===== config.mk =====
export PLATFORM = sky130hd
export DESIGN_NAME = dac_serial_tx
export DESIGN_NICKNAME = d
export VERILOG_FILES = /design/src/rtl/dac_serial_tx.sv
export SDC_FILE = /design/constraint.sdc
export NUM_CORES = 1
export LEC_CHECK = 0
export CAP_MARGIN = 20
export CORE_MARGIN = 3
export CORE_UTILIZATION = 47
export CTS_CLUSTER_DIAMETER = 150
export CTS_CLUSTER_SIZE = 8
export DETAILED_ROUTE_END_ITERATION = 7
export PLACE_DENSITY = 0.82
export SETUP_SLACK_MARGIN = 0.02
export SYNTH_ARGS = -nofsm -noshare
export SYNTH_HDL_FRONTEND = slang
export SYNTH_SLANG_ARGS = --single-unit

===== constraint.sdc =====
create_clock -name clk_50 -period 1.7 [get_ports clk_50]
set_input_delay 0.51 -clock clk_50 [delete_from_list [all_inputs] [get_ports clk_50]]
set_output_delay 0.51 -clock clk_50 [all_outputs]
set_load 0.03 [all_outputs]

===== src/rtl/dac_serial_tx.sv =====
// Serializer from the wavetable sample source to the codec DACDAT pin.
// One handshaked sample per daclrck low phase, shifted out MSB-first on synchronized bclk falls.
module dac_serial_tx #(
    parameter int DATA_W      = 16,
    parameter int SYNC_STAGES = 2
) (
    input  logic              clk_50,
    input  logic              daclrck,
    input  logic              bclk,
    input  logic [DATA_W-1:0] sample_in,
    input  logic              sample_valid,
    output logic              sample_ack,
    output logic              dacdat,
    output logic              busy,
    output logic              underrun
);

    localparam int CNT_W = (DATA_W > 1) ? $clog2(DATA_W) : 1;

    typedef enum logic [1:0] {
        LOAD  = 2'd0,
        SHIFT = 2'd1,
        DONE  = 2'd2
    } state_t;

    state_t             state, state_n;
    logic [DATA_W-1:0]  shift_reg, shift_n;
    logic [CNT_W-1:0]   bit_cnt, cnt_n;
    logic               dacdat_n, ack_n, busy_n, under_n;

    logic [SYNC_STAGES-1:0] sync_ff;
    logic                   bclk_s, bclk_prev, bclk_fall;

    // Reset clears the chain, so a bclk already high at release shows up as a rise, not a fall.
    always_ff @(posedge clk_50 or posedge daclrck) begin
        if (daclrck) begin
            sync_ff   <= '0;
            bclk_prev <= 1'b0;
        end else begin
            sync_ff   <= {sync_ff[SYNC_STAGES-2:0], bclk};
            bclk_prev <= bclk_s;
        end
    end

    assign bclk_s    = sync_ff[SYNC_STAGES-1];
    assign bclk_fall = bclk_prev & ~bclk_s;

    always_ff @(posedge clk_50 or posedge daclrck) begin
        if (daclrck) begin
            state      <= LOAD;
            shift_reg  <= '0;
            bit_cnt    <= '0;
            dacdat     <= 1'b0;
            sample_ack <= 1'b0;
            busy       <= 1'b0;
            underrun   <= 1'b0;
        end else begin
            state      <= state_n;
            shift_reg  <= shift_n;
            bit_cnt    <= cnt_n;
            dacdat     <= dacdat_n;
            sample_ack <= ack_n;
            busy       <= busy_n;
            underrun   <= under_n;
        end
    end

    always_comb begin
        state_n  = state;
        shift_n  = shift_reg;
        cnt_n    = bit_cnt;
        dacdat_n = dacdat;
        ack_n    = 1'b0;
        busy_n   = busy;
        under_n  = underrun;
        case (state)
            LOAD: begin
                state_n = SHIFT;
                cnt_n   = CNT_W'(DATA_W - 1);
                busy_n  = 1'b1;
                if (sample_valid) begin
                    shift_n  = sample_in;
                    ack_n    = 1'b1;
                    under_n  = 1'b0;
                    dacdat_n = sample_in[DATA_W-1];
                end else begin
                    shift_n  = '0;
                    under_n  = 1'b1;
                    dacdat_n = 1'b0;
                end
            end
            SHIFT: begin
                if (bclk_fall) begin
                    if (bit_cnt == '0) begin
                        dacdat_n = 1'b0;
                        busy_n   = 1'b0;
                        state_n  = DONE;
                    end else begin
                        shift_n  = {shift_reg[DATA_W-2:0], 1'b0};
                        dacdat_n = shift_reg[DATA_W-2];
                        cnt_n    = bit_cnt - CNT_W'(1);
                    end
                end
            end
            DONE: begin
                // Parked until the next daclrck high; extra bclk falls are ignored.
                dacdat_n = 1'b0;
                busy_n   = 1'b0;
            end
            default: begin
                state_n = LOAD;
            end
        endcase
    end

endmodule

==> impl_metrics.py <==
metrics = {
    "run_status": {
        "outcome": "complete, no violations",
    },
    "die": {
        "fp.dieArea_um2": 3770,
        "die_h_um": 61.4,
        "boundaryPins": 24,
        "rows": 19,
        "die_w_um": 61.4,
        "initial_core_util": 0.506,
        "core_area_um2": 2850,
    },
    "synthesis": {
        "netlist.area_leader.share": 0.485,
        "synth_cell_types": 31,
        "synth_area_leaders": "dfrtp_1 (49%), a211oi_2 (6.9%), a21oi_1 (6.9%)",
        "synth_area_um2": 1440,
        "synthCells": 149,
        "ys_seq_area_frac": 0.485,
        "synth_warnings": 0,
        "synth_seq_cells": 28,
        "synthesis.area_per_instance_um2": 9.69,
        "yosys.area.top_type": "dfrtp_1",
        "synth_nets": 175,
    },
    "placement": {
        "port-buffer-count": 23,
        "dp_hpwl_mm": 2.17,
        "gp_congestion": 0.817,
        "dp.cells": 202,
    },
    "timing": {
        "hold_violations": 0,
        "finalMaxSlewViolations": 0,
        "skew_ns": 0.00366,
        "setup_viol": 0,
        "slew_headroom": 0.741,
        "finalCritPeriodShare": 0.965,
        "worst_pin_slew_ns": 0.385,
        "clock.fmax_mhz": 610,
        "rsz0062_at_grt": "yes",
        "period_needed_ns": 1.64,
    },
    "global_routing": {
        "grt_pass1_vias": 1123,
        "grt_max_degree": 29,
        "antenna_found_initial": 0,
        "grt_pass1_wl_mm": 5.04,
        "grt_util_all_layers": 0.178,
        "gr-total-overflow": 0,
    },
    "cts": {
        "clk_pin_slew_worst_paths_ns": 0.15,
        "cts_buffers": 3,
        "clkSinkCount": 28,
        "cts_root_buffer": "clkbuf_4",
        "clock_latency_ns": 0.33,
        "cts_tree": "built",
        "cts_buffer_depth": 2,
        "postCtsHoldBufs": 0,
        "htree_levels": 1,
    },
    "routing": {
        "top_layer_used": "met4",
        "firstDrtPassIters": 4,
        "vias": 1238,
        "wl_met2_mm": 1.60,
        "wl_mm": 3.15,
        "route.detailed.drc": 0,
        "wl_met1_mm": 1.34,
        "postRouteAntennaNets": 0,
        "initialDrtViolationCount": 48,
        "wl_per_cell_um": 14.9,
        "via_per_inst": 5.84,
        "met3_length_um": 162,
    },
    "hold_path": {
        "hold_end": "sync_ff[1]",
        "min_from": "sync_ff[0]",
        "hp-class": "reg2reg",
        "min_delay_path_depth": 0,
    },
    "setup_path": {
        "end_kind": "flop",
        "critical_path.reg2reg.startpoint": "bit_cnt[1]",
        "cp_num_buf_inv": 1,
        "cpMaxStageDelayCell": "dfrtp_1",
        "worstPathArrival_ns": 1.88,
        "crit_family": "simple AND/OR/NAND/NOR gates",
        "cp-start-kind": "flop",
        "r2r_end": "state[0]",
        "rr_worst_depth": 6,
        "cp.required_ns": 1.94,
        "cp_max_fo": 5,
        "slowest_delay_ns": 0.42,
        "rrSetupSlack_ns": 0.06,
        "path_cells": "inv_1, ha_2, or3b_4, nand2_1, a21oi_1, a31o_2",
        "path_class": "reg2reg",
    },
    "power": {
        "pwr_density_cell_nw_per_um2": 1790,
        "p_leak_uw": 0.000788,
        "peakVddDrop_uv": 774,
    },
    "finish": {
        "fin_nets": 208,
        "layout_commonest_cell": "dfrtp_1",
        "largest_reg_flops": 15,
        "areaGrowthSynthToFinish_pct": 27.6,
        "utilization": 0.646,
        "drive_gt1_frac": 0.221,
        "final_cells": 212,
        "mostFrequentLayoutCells": "dfrtp_1 (28), nor2_1 (20), a21oi_1 (20), clkdlybuf4s50_1 (19), nor3_1 (15)",
        "num_antenna_cells": 0,
    },
    "run": {
        "cap_violations": 0,
    },
}
how the worst max path moves through the flow:
stage | start | cells after the start | to
3_5_place_dp | bit_cnt[1] | 6 | shift_reg[4]
2_1_floorplan | bit_cnt[0] | 8 | bit_cnt[0]
3_3_place_gp | bit_cnt[1] | 6 | shift_reg[4]
4_1_cts | bit_cnt[1] | 6 | shift_reg[7]
6_report | bit_cnt[1] | 6 | state[0]
5_1_grt | bit_cnt[1] | 6 | shift_reg[4]
synthesized netlist by cell type (all sizes together):
cell,number
nand3,2
a31o,1
clkbuf,3
o221ai,1
o21ai,3
nand2b,2
nor3,17
dfrtp,28
buf,7
a21oi,20
nand2,5
nor2,20
and3b,1
and2,3
nand4,1
a31oi,2
nor2b,1
or3b,1
nor4,1
o21a,1
a211oi,13
ha,6
inv,8
o41ai,1
o22a,1
logic make-up after synthesis:
group | share of synthesized area
adder cells (fa/ha/maj) | 0.0520
buffers and inverters | 0.0633
AND/OR/NAND/NOR | 0.186
flip-flops | 0.485
AO/OA/AOI/OAI | 0.213
where the power goes:
part	switching [uW]	leakage, uW	internal (uW)	total (uW)
Clock	194	0.0000210	131	326
Sequential	196	0.000321	949	1150
Combinational	1000	0.000446	832	1830
Total	1390	0.000788	1910	3310
metal layers:
layer / global-route usage / vias to the layer above
li1: - / 593
met2: 0.284 / 43
met4: 0.0667 / 0
met3: 0.0356 / 7
met1: 0.241 / 595
met5: 0 / -
stage by stage:
stage	hold slack (ns)	TNS, ns	setup slack, ns	total power (uW)	cell area, um2
after global placement	0.337	0	0.109	2710	1720
final	0.369	0	0.0594	3310	1840
after floorplan	0.331	-0.0225	-0.00286	2310	1450
after CTS	0.373	0	0.00556	3120	1770
after detailed placement	0.340	0	0.0337	2800	1720
after global routing	0.390	-0.0221	-0.00967	3560	1840
repair_timing:
action	in CTS	in global routing
gates cloned	1	0
pin swaps	0	1
setup endpoints to repair	8	19
resized for setup	7	8
setup buffers	0	5
worst reg2reg max path, delay by kind of cell, from the launching register on:
family / cells / cell delay [ns]
buffers and inverters: 1 / 0.07
adders and majority gates: 1 / 0.18
DFF: 1 / 0.42
and+or+nand+nor: 2 / 0.59
AOI/OAI and AO/OA: 2 / 0.31
layout make-up:
class	count	area, um2
fillers	217	1010
flip-flops and latches	28	701
multi-input cells	104	701
repair buffers	37	332
well taps	31	38.8
clock buffers	4	36.3
inverters	8	33.8
Note: power is estimated with default switching activity, not from simulation.
